**src/rtl/muldiv_unit.sv**
```systemverilog
// Iterative HI/LO multiply/divide unit: one shift-add or restoring shift-subtract
// step per cycle over WIDTH cycles, then a single sign-fixup cycle that writes HI/LO.
module muldiv_unit #(
  parameter int WIDTH = 32
) (
  input  logic             i_clk,
  input  logic             i_rst,
  input  logic             i_start,
  input  logic [1:0]       i_op,
  input  logic [WIDTH-1:0] i_src1,
  input  logic [WIDTH-1:0] i_src2,
  input  logic             i_mthi,
  input  logic             i_mtlo,
  output logic             o_busy,
  output logic             o_done,
  output logic [WIDTH-1:0] o_hi,
  output logic [WIDTH-1:0] o_lo,
  output logic             o_div_by_zero
);

  localparam int CW = $clog2(WIDTH + 1);

  typedef enum logic [1:0] {IDLE, RUN, FIX} state_t;

  typedef struct packed {
    logic is_div;
    logic neg_q;   // negate product / quotient
    logic neg_r;   // negate remainder (dividend sign)
    logic zero;    // divisor was zero
  } ctx_t;

  state_t           state;
  logic [CW-1:0]    cnt;
  ctx_t             ctx;
  logic [WIDTH-1:0] mcand;
  logic [WIDTH-1:0] acc_hi;
  logic [WIDTH-1:0] acc_lo;
  logic [WIDTH-1:0] dvd_raw;

  // operand magnitudes; sign flags only for the signed ops
  logic             is_signed, s1_neg, s2_neg;
  logic [WIDTH-1:0] s1_mag, s2_mag;

  assign is_signed = ~i_op[0];
  assign s1_neg    = is_signed & i_src1[WIDTH-1];
  assign s2_neg    = is_signed & i_src2[WIDTH-1];
  assign s1_mag    = s1_neg ? -i_src1 : i_src1;
  assign s2_mag    = s2_neg ? -i_src2 : i_src2;

  // multiply step: {acc_hi,acc_lo} holds partial product and remaining multiplier
  logic [WIDTH:0]   sum;
  logic [WIDTH-1:0] mul_hi_nx, mul_lo_nx;

  assign sum       = {1'b0, acc_hi} + (acc_lo[0] ? {1'b0, mcand} : {(WIDTH+1){1'b0}});
  assign mul_hi_nx = sum[WIDTH:1];
  assign mul_lo_nx = {sum[0], acc_lo[WIDTH-1:1]};

  // restoring divide step: acc_hi is the partial remainder, acc_lo shifts dividend out, quotient in
  logic [WIDTH:0]   r_sh;
  logic [WIDTH-1:0] diff, div_hi_nx, div_lo_nx;
  logic             fits;

  assign r_sh      = {acc_hi, acc_lo[WIDTH-1]};
  assign fits      = (r_sh >= {1'b0, mcand});
  assign diff      = r_sh[WIDTH-1:0] - mcand;
  assign div_hi_nx = fits ? diff : r_sh[WIDTH-1:0];
  assign div_lo_nx = {acc_lo[WIDTH-2:0], fits};

  // sign correction applied in FIX
  logic [2*WIDTH-1:0] prod, prod_s;
  logic [WIDTH-1:0]   quo_s, rem_s;

  assign prod   = {acc_hi, acc_lo};
  assign prod_s = ctx.neg_q ? -prod : prod;
  assign quo_s  = ctx.neg_q ? -acc_lo : acc_lo;
  assign rem_s  = ctx.neg_r ? -acc_hi : acc_hi;

  always_ff @(posedge i_clk or posedge i_rst) begin
    if (i_rst) begin
      state         <= IDLE;
      cnt           <= '0;
      ctx           <= '0;
      mcand         <= '0;
      acc_hi        <= '0;
      acc_lo        <= '0;
      dvd_raw       <= '0;
      o_busy        <= 1'b0;
      o_done        <= 1'b0;
      o_hi          <= '0;
      o_lo          <= '0;
      o_div_by_zero <= 1'b0;
    end else begin
      o_done <= 1'b0;
      case (state)
        IDLE: begin
          if (i_start) begin
            ctx.is_div <= i_op[1];
            ctx.neg_q  <= s1_neg ^ s2_neg;
            ctx.neg_r  <= s1_neg;
            ctx.zero   <= (i_src2 == '0);
            mcand      <= i_op[1] ? s2_mag : s1_mag;
            acc_lo     <= i_op[1] ? s1_mag : s2_mag;
            acc_hi     <= '0;
            dvd_raw    <= i_src1;
            cnt        <= '0;
            o_busy     <= 1'b1;
            state      <= RUN;
          end else begin
            if (i_mthi) o_hi <= i_src1;
            if (i_mtlo) o_lo <= i_src1;
          end
        end
        RUN: begin
          if (ctx.is_div) begin
            acc_hi <= div_hi_nx;
            acc_lo <= div_lo_nx;
          end else begin
            acc_hi <= mul_hi_nx;
            acc_lo <= mul_lo_nx;
          end
          cnt <= cnt + CW'(1);
          if (cnt == CW'(WIDTH - 1)) state <= FIX;
        end
        FIX: begin
          if (!ctx.is_div) begin
            o_hi <= prod_s[2*WIDTH-1:WIDTH];
            o_lo <= prod_s[WIDTH-1:0];
          end else if (ctx.zero) begin
            o_hi <= dvd_raw;
            o_lo <= '1;
          end else begin
            o_hi <= rem_s;
            o_lo <= quo_s;
          end
          o_div_by_zero <= ctx.is_div & ctx.zero;
          o_done        <= 1'b1;
          o_busy        <= 1'b0;
          state         <= IDLE;
        end
        default: state <= IDLE;
      endcase
    end
  end

endmodule

```
**config.mk**
```make
export PLATFORM = sky130hd
export DESIGN_NAME = muldiv_unit
export DESIGN_NICKNAME = d
export VERILOG_FILES = /design/src/rtl/muldiv_unit.sv
export SDC_FILE = /design/constraint.sdc
export NUM_CORES = 1
export LEC_CHECK = 0
export CORE_AREA = 3 3 212 214
export DETAILED_ROUTE_END_ITERATION = 6
export DIE_AREA = 0 0 215 217
export GPL_TIMING_DRIVEN = 0
export PLACE_DENSITY = 0.68
export SETUP_SLACK_MARGIN = 0.3
export SYNTH_ARGS = -nofsm -noshare
export SYNTH_HDL_FRONTEND = slang
export SYNTH_SLANG_ARGS = --single-unit
```
**constraint.sdc**
```tcl
create_clock -name i_clk -period 7.4 [get_ports i_clk]
set_input_delay 1.48 -clock i_clk [delete_from_list [all_inputs] [get_ports i_clk]]
set_output_delay 1.48 -clock i_clk [all_outputs]
set_load 0.01 [all_outputs]
```
==> results of run 1 <==
[final timing paths]
check / startpoint / to / slack [ns] / cells past startpoint
min: o_hi[4] / o_hi[4] / 0.48 / 2
max reg2reg: acc_lo[0] / acc_hi[28] / 2.93 / 14
min in group asynchronous: i_rst / o_lo[8] / 1.32 / 2
max in group asynchronous: i_rst / o_hi[7] / 5.19 / 4
min reg2reg: o_hi[4] / o_hi[4] / 0.48 / 2
max: acc_lo[0] / acc_hi[28] / 2.93 / 14
[cell type report]
type | count | area, um2
fillers | 4242 | 22800
multi-input cells | 1770 | 11100
flip-flops and latches | 207 | 5180
repair buffers | 137 | 1420
well taps | 585 | 732
clock buffers | 27 | 653
plain buffers | 162 | 626
clock inverters | 19 | 270
inverters | 70 | 267
diodes | 1 | 2.50
[report_power, final]
group | switching [mW] | internal, mW
Combinational | 3.89 | 2.53
Sequential | 0.630 | 1.67
Clock | 0.541 | 0.852
Total | 5.06 | 5.05
[per-stage QoR]
| stage | hold WS [ns] | cells | setup WS, ns |
|---|---|---|---|
| floorplan | 0.445 | 2209 | 3.23 |
| global placement | 0.461 | 2926 | 1.48 |
| detailed placement | 0.471 | 2931 | 2.67 |
| CTS | 0.485 | 2977 | 3.05 |
| global route | 0.499 | 2977 | 2.68 |
| finish | 0.478 | 2978 | 2.93 |
[cell usage after synthesis, types with 14 or more instances]
master	number	area, um2
a21o_1	32	240
and3_1	15	93.8
o22ai_1	41	257
o211ai_1	23	173
mux2_2	42	473
o21ai_0	272	1360
nor3_1	31	155
nor2b_1	17	106
a21oi_1	194	971
a211oi_1	17	128
clkbuf_1	139	522
nand3_1	20	100
inv_1	67	251
buf_1	19	71.3
nand2_1	260	976
xnor2_1	107	937
xor2_1	70	613
or4_1	17	128
nand2b_1	17	106
or2_2	14	87.6
o21a_1	14	105
o31ai_1	29	218
a31oi_1	25	156
mux2i_1	53	531
nor2_1	190	713
or3_1	32	200
ha_1	69	863
dfrtp_1	207	5180
[sequential cells by signal (all words and copies together), names as in the netlist]
signal,cells
o_hi,32
cnt,6
o_busy,1
acc_lo,32
dvd_raw,32
o_div_by_zero,1
state,2
acc_hi,32
o_lo,32
mcand,32
o_done,1
ctx,4
[routing by layer]
layer / vias to the layer above / GRT usage (%) / wire, um
li1: 8260 / - / -
met1: 8962 / 43.5 / 31700
met2: 1051 / 47.2 / 32200
met3: 190 / 6.13 / 7530
met4: 2 / 13.7 / 3960
met5: - / 0 / 8
[worst max-delay path: cells and delay by family, from the launching register on]
| kind | cells | cell delay, ns |
|---|---|---|
| AOI/OAI and AO/OA | 7 | 1.89 |
| adders and majority gates | 1 | 0.30 |
| buffers and inverters | 3 | 0.97 |
| DFF | 1 | 0.32 |
| muxes | 1 | 0.42 |
| and+or+nand+nor | 2 | 0.50 |
[cell families (layout without fill, tap and decap cells)]
logic type,Yosys count,count (layout),synth area share [%]
AOI/OAI and AO/OA,754,754,26.4
xor gates and xnor gates,177,177,9.03
adders and majority gates,71,71,5.26
buffers and inverters,232,415,5.17
DFF,207,207,30.2
muxes,95,95,5.84
other,0,1,0
and+or+nand+nor,673,673,18.1
==> flow_metrics.tcl, run 1 <==
set metrics [dict create \
    status "finished, final reports clean" \
    relSlewSlack_pct 21.5 \
    fin_crit_sh_pct 60.5 \
    synthFlopType "dfrtp_1" \
    placed_area_mm2 0.0193 \
    hpwlAfterDp_um 59300 \
    synth-edff-count 0 \
    overflow 0 \
    synth_cell_types 76 \
    worst_pin_slew_ns 1.18 \
    slew_viol_final 0 \
    drv_cap 0 \
    ioPinCount 138 \
    die_h_um 217 \
    ys_seq_elements 207 \
    setup_viol 0 \
    vias 18500 \
    clkSlewWorstSetupHoldPaths_ns 0.06 \
    syn-instance-count 2209 \
    hold_viol_final 0 \
    crit_top_cell "o21ai_0" \
    crit_fanout 10 \
    final_cell_mix "o21ai_0, nand2_1, dfrtp_1" \
    post_drt_wl_per_cell_um 25.3 \
    worstPathCellList "clkbuf_1 -> inv_1 -> clkbuf_1 -> nor2_1 -> ha_1 -> or3_1 -> o21ai_0 -> a31oi_1 -> a31oi_1 -> a211oi_1 -> o21ai_0 -> mux2_2 -> o21ai_0 -> a32o_1" \
    cts_tree "yes" \
    syn_area_mm2 0.0172 \
    drtIter0Drc 2513 \
    portBuffers 132 \
    synth-warning-count 0 \
    critPathArrivalTime_ns 4.95 \
    clock_skew_ns 0.0233 \
    clock-root-buffer "clkbuf_16" \
    vias_per_cell 6.20 \
    final_util_pct 47.0 \
    rows 76 \
    grt_setup_unrepaired "no" \
    syn_to_final_growth_pct 18.0 \
    cts_setup_buffers 0 \
    cts_made_buffers 25 \
    first_global_vias 17400 \
    cts_resized 0 \
    fin_crit_ns 4.47 \
    clock_latency_ns 0.56 \
    drt-pass1-iter-count 6 \
    grt_pass1_wl_um 112000 \
    fmax_mhz 223 \
    crit_required_ns 7.88 \
    critPathKind "flop to flop" \
    slowest_stage "o21ai_0" \
    ys_seq_area_share_pct 30.2 \
    drc_errors 0 \
    die_w_um 215 \
    gp_congestion 1.04 \
    powerDensity_mw_per_mm2 499 \
    drive_gt1_share_pct 5.35 \
    min_path_type "flop to flop" \
    critPathMaxStageDelay_ns 0.63 \
    cts_hold_buf 0 \
    cp-start-kind "flop" \
    grt_usage_pct 31.2 \
    end_kind "flop" \
    totalPowerFinal_mw 10.1 \
    synth.net_count 2351 \
    die_area_mm2 0.0467 \
    cts_sinks 207 \
    design.core.area_mm2 0.0431 \
    cts_buffer_depth 3 \
    drtAntennaViolNets 0 \
    ir_worst_vdd_mv 0.201 \
    fin_nets 2515 \
    htree_levels 1 \
    finish.instance_area_mm2 0.0203 \
    initial_core_util_pct 39.9 \
    p_leak_nw 8.01 \
    fin_setup_tns_ns 0 \
    grt_max_degree 43 \
    wl_um 75400 \
    syn_avg_cell_area_um2 7.77 \
    layout_commonest_cell "o21ai_0" \
    antenna_found_initial 2 \
    ys_async_sr_fraction_pct 100 \
]
(Power assumes the default switching activity.)
==> run 2, diff against run 1 <==
==> constraint.sdc (replaced) <==
create_clock -name i_clk -period 4.1 [get_ports i_clk]
set_input_delay 0.82 -clock i_clk [delete_from_list [all_inputs] [get_ports i_clk]]
set_output_delay 0.82 -clock i_clk [all_outputs]
set_load 0.01 [all_outputs]
==> run 2 against run 1 <==
Effect of this change:
- global-route usage about the same
- cell count increased by 0.13%
- total power increased by 83%
- critical path type unchanged
- non-clock buffer count increased by 5
- combinational power increased by 84%
- critical path depth decreased by 4
- clock power increased by 81%
- sequential share of layout area decreased by 0.21 points
- routed wire length increased by 0.14%
- largest cell class unchanged
- maximum frequency increased by 19%
- register-to-register slack got worse by 2.6 ns
- highest routed layer is now met4
- largest power group unchanged
- sequential cell count unchanged
==> flow_metrics.tcl, run 2 (synthesis gave the netlist of run 1 again) <==
set metrics [dict create \
    status "finished, final reports clean" \
    critPathKind "flop to flop" \
    fin_nets 2520 \
    syn_to_final_growth_pct 19.2 \
    fin_crit_sh_pct 91.6 \
    vias 18400 \
    ir_worst_vdd_mv 0.361 \
    cts_sinks 207 \
    ff2ff_path_depth 10 \
    cts_hold_buf 0 \
    clock-root-buffer "clkbuf_16" \
    post_drt_wl_per_cell_um 25.3 \
    hold_viol_final 0 \
    grt_usage_pct 31.3 \
    setup_viol 0 \
    slew_viol_final 0 \
    crit_required_ns 4.57 \
    whs_path_depth 2 \
    reg2reg_from "acc_lo[13]" \
    r2r_setup_slack_ns 0.35 \
    multi_input_area_mm2 0.0112 \
    fin_setup_tns_ns 0 \
    drv_cap 0 \
    grt_max_degree 43 \
    min_path_type "flop to flop" \
    pwr-share-seq_pct 22.4 \
    clkSlewWorstSetupHoldPaths_ns 0.07 \
    final_cell_mix "o21ai_0, nand2_1, dfrtp_1" \
    final_util_pct 47.5 \
    cts_tree "yes" \
    min_to "o_hi[4]" \
    wl_um 75500 \
    drt-pass1-iter-count 5 \
    critPathArrivalTime_ns 4.23 \
    combPwrFrac_pct 64.0 \
    p_clk_share_pct 13.6 \
    cts_made_buffers 25 \
    timing.rr.end "o_hi[21]" \
    layout_commonest_cell "o21ai_0" \
    fmax_mhz 266 \
    nFillCells 4236 \
    hpwlAfterDp_um 59300 \
    end_kind "flop" \
    drtAntennaViolNets 0 \
    crit_start "acc_lo[13]" \
    grt_pass1_wl_um 112000 \
    pre_cts_slack_ns -0.226 \
    portBuffers 132 \
    instances_no_fill 2982 \
    relSlewSlack_pct 19.4 \
    clock_skew_ns 0.0278 \
    clock_latency_ns 0.56 \
    overflow 0 \
    place_inst 2931 \
    p_int_mw 9.26 \
    p_sw_mw 9.25 \
    crit_fanout 10 \
    powerDensity_mw_per_mm2 904 \
    rows 76 \
    initial_core_util_pct 39.9 \
    design.core.area_mm2 0.0431 \
    n_antenna_cell 0 \
    grt_setup_unrepaired "yes" \
    first_global_vias 17400 \
    fin_ws_ns 0.346 \
    worst_pin_slew_ns 1.21 \
    htree_levels 1 \
    p_leak_nw 8.11 \
    drc_errors 0 \
    drive_gt1_share_pct 7.76 \
    cts_buffer_depth 3 \
    die_w_um 215 \
    fin_crit_ns 3.75 \
    antenna_found_initial 1 \
    min_from "o_hi[4]" \
    ioPinCount 138 \
    gp_congestion 1.04 \
    cp-start-kind "flop" \
    drtIter0Drc 2560 \
    regArea_mm2 0.00519 \
    die_h_um 217 \
    die_area_mm2 0.0467 \
    vias_per_cell 6.18 \
    switching_share_pct 50.0 \
]
## run 2: cell type report
| type | instances | share of cell area (%) |
|---|---|---|
| Buffer | 162 | 3.24 |
| Clock buffer | 27 | 3.19 |
| Clock inverter | 19 | 1.32 |
| Inverter | 70 | 1.31 |
| Multi-Input combinational cell | 1770 | 54.9 |
| Sequential cell | 207 | 25.4 |
| Tap cell | 585 | 3.58 |
| Timing Repair Buffer | 142 | 7.13 |
## run 2: routing by layer
metal / vias to the layer above / GRT usage [%] / share of wire, %
li1: 8264 / - / -
met1: 8951 / 43.4 / 42
met2: 1030 / 47.6 / 43
met3: 180 / 6.13 / 9.6
met4: 0 / 13.3 / 4.8
met5: - / 0 / 0
## run 2: power by group through the flow
stage	sequential (mW)	clock, mW	combinational, mW
floorplan	3.80	0	7.69
global placement	4.08	0	11.1
detailed placement	4.11	0	11.3
CTS	4.07	2.52	11.4
global route	4.23	2.61	12.9
finish	4.15	2.51	11.8
## run 2: critical path, cell delays in order, from the launching register on
cell and delay (ns):
dfrtp_1 0.37, buf_6 0.14, or4_4 0.54, or4_4 0.44, or4_4 0.47, or3_1 0.40
buf_6 0.16, or2_4 0.27, or4_4 0.49, and3_4 0.20, o31ai_2 0.20
## run 2: how the worst max path moves through the flow
stage | end | slack (ns) | cells past startpoint
4_1_cts | acc_hi[28] | 0.21 | 13
2_1_floorplan | o_hi[21] | 0.52 | 10
3_5_place_dp | o_hi[24] | -0.23 | 12
5_1_grt | o_hi[21] | 0.28 | 10
3_3_place_gp | acc_hi[15] | -1.16 | 2
6_report | o_hi[21] | 0.35 | 10
## run 2: per-stage QoR
stage,cell area (um2),power (mW),hold WS (ns)
floorplan,17200,11.5,0.445
global placement,19200,15.2,0.461
finish,20500,18.5,0.478
CTS,20300,18.0,0.485
detailed placement,19300,15.4,0.471
global route,20500,19.7,0.499
## run 2: repair_timing
action                                  in CTS  in global routing
endpoints found under the hold margin        0                  0
gates resized for setup                     25                 59
endpoints found under the setup margin      35                 35
buffers inserted                             1                  4
gates cloned                                 0                  0
pin swaps                                    0                  4
==> run 3, diff against run 2 <==
--- a/config.mk
+++ b/config.mk
@@ -6,6 +6,7 @@
 export NUM_CORES = 1
 export LEC_CHECK = 0
 export CORE_AREA = 3 3 212 214
+export CTS_CLUSTER_DIAMETER = 60
 export DETAILED_ROUTE_END_ITERATION = 6
 export DIE_AREA = 0 0 215 217
 export GPL_TIMING_DRIVEN = 0
==> run 3 against run 2 <==
Effect of this change:
- the run now ends with design-rule violations left
- critical path depth unchanged
- sequential cell count is the same
- combinational power barely moved
- count of clock-buffer cells in the layout up 4
- maximum frequency fell by 0.61%
- routed wire length rose by 0.64%
- total power grew 1.5%
- cell area increased by 0.58%
- critical path type unchanged
==> flow_metrics.tcl, run 3 (synthesis gave the netlist of run 1 again) <==
set metrics [dict create \
    worst_pin_slew_ns 1.18 \
    relSlewSlack_pct 21.3 \
    p_int_mw 9.47 \
    p_clk_share_pct 14.8 \
    slowest_stage "or4_4" \
    portBuffers 132 \
    die_w_um 215 \
    n_antenna_cell 0 \
    drt-pass1-iter-count 7 \
    drv_cap 0 \
    final_cell_mix "o21ai_0, nand2_1, dfrtp_1" \
    htree_levels 1 \
    min_path_type "flop to flop" \
    crit_fanout 10 \
    die_h_um 217 \
    first_global_vias 17500 \
    grt_busiest_layer "met2" \
    ir_worst_vdd_mv 0.353 \
    cts_tree "yes" \
    placed_area_mm2 0.0193 \
    worstPathCellList "buf_6 -> or4_4 -> or4_4 -> or4_4 -> or3_1 -> buf_6 -> or2_4 -> or4_4 -> and3_4 -> o31ai_2" \
    critPathKind "flop to flop" \
    whs_path_depth 2 \
    ff2ff_path_depth 10 \
    cts_buffer_depth 3 \
    fmax_mhz 265 \
    globalRouteMet3Util_pct 5.84 \
    grt_setup_unrepaired "yes" \
    die_area_mm2 0.0467 \
    hpwlAfterDp_um 59300 \
    drc_errors 1 \
    fin_ws_ns 0.323 \
    grt_pass1_wl_um 112000 \
    path_depth 10 \
    initial_core_util_pct 39.9 \
    clock-root-buffer "clkbuf_16" \
    vias_per_cell 6.19 \
    ioPinCount 138 \
    post_drt_wl_per_cell_um 25.4 \
    clock_skew_ns 0.0151 \
    fin_crit_ns 3.78 \
    violations "design-rule violations" \
    clkSlewWorstSetupHoldPaths_ns 0.06 \
    slew_viol_final 0 \
    cp_top_family "simple AND/OR/NAND/NOR gates" \
    layout_commonest_cell "o21ai_0" \
    end_kind "flop" \
    rows 76 \
    hold_viol_final 0 \
    nFillCells 4223 \
    p_leak_nw 8.16 \
    fin_nets 2523 \
    design.core.area_mm2 0.0431 \
    critPathArrivalTime_ns 4.24 \
    finish.instance_area_mm2 0.0206 \
    grt_usage_pct 31.3 \
    wl_um 76000 \
    overflow 0 \
    drtAntennaViolNets 0 \
    crit_required_ns 4.56 \
    antenna_found_initial 1 \
    pwr-share-seq_pct 22.1 \
    pre_cts_slack_ns -0.226 \
    switching_share_pct 49.6 \
    syn_to_final_growth_pct 19.9 \
    gp_congestion 1.04 \
    p_sw_mw 9.32 \
    combPwrFrac_pct 63.2 \
    drtIter0Drc 2574 \
    critPathMaxStageDelay_ns 0.54 \
    fin_crit_sh_pct 92.1 \
    critPathBufInv 2 \
    status "complete, but fails checks" \
    cts_made_buffers 27 \
    place_inst 2931 \
    met2_usage_pct 47.5 \
    met1_usage_pct 43.5 \
    setup_viol 0 \
    powerDensity_mw_per_mm2 913 \
    clock_latency_ns 0.56 \
    grt_max_degree 43 \
    crit_top_cell "or4_4" \
    instances_no_fill 2986 \
    cts_sinks 207 \
    vias 18500 \
    drive_gt1_share_pct 7.75 \
    cp-start-kind "flop" \
]
-- run 3: routing by layer --
layer  wire (um)  up-vias
li1            -     8270
met2       32400     1061
met1       32100     8948
met5           0        -
met3        7410      193
met4        4020        0
-- run 3: power groups by stage --
stage / Sequential [mW] / Clock, mW / Combinational (mW)
6_report: 4.15 / 2.78 / 11.9
5_1_grt: 4.22 / 2.86 / 12.9
3_3_place_gp: 4.08 / 0 / 11.1
3_5_place_dp: 4.11 / 0 / 11.3
4_1_cts: 4.07 / 2.78 / 11.4
2_1_floorplan: 3.80 / 0 / 7.69
-- run 3: repair_timing --
action	in CTS	in global routing
hold buffers	0	0
pin swaps	0	4
setup buffers	2	4
gates resized for setup	23	61
endpoints found under the setup margin	35	36
-- run 3: path summary, 6_finish.rpt --
kind	endpoint	slack, ns	start
setup / recovery	o_hi[21]	0.32	acc_lo[13]
hold / removal	o_hi[4]	0.48	o_hi[4]
setup reg to reg	o_hi[21]	0.32	acc_lo[13]
hold reg to reg	o_hi[4]	0.48	o_hi[4]
max in group asynchronous	acc_hi[1]	2.55	i_rst
min in group asynchronous	o_lo[8]	0.65	i_rst
-- run 3: worst reg2reg max path, stage by stage, from the launching register on --
cell and delay (ns):
dfrtp_1 0.37, buf_6 0.14, or4_4 0.54, or4_4 0.44, or4_4 0.47, or3_1 0.40, buf_6 0.16, or2_4 0.28
or4_4 0.49, and3_4 0.20, o31ai_2 0.20
-- run 3: through the flow --
step           TNS [ns]  util (%)  hold WS (ns)  total power, mW
6_report              0      47.8         0.478             18.8
5_1_grt               0      47.8         0.499             20.0
4_1_cts               0      47.4         0.486             18.2
3_5_place_dp     -0.589      44.9         0.471             15.4
3_3_place_gp    -234.89      44.6         0.461             15.2
2_1_floorplan         0         -         0.445             11.5
-- run 3: layout make-up --
cell class	instances	area, um2	area share (%)
well taps	585	732	3.56
inverters	70	269	1.31
flip-flops and latches	207	5190	25.2
multi-input cells	1770	11200	54.6
plain buffers	162	663	3.22
repair buffers	143	1470	7.12
clock inverters	18	334	1.62
clock buffers	31	701	3.40
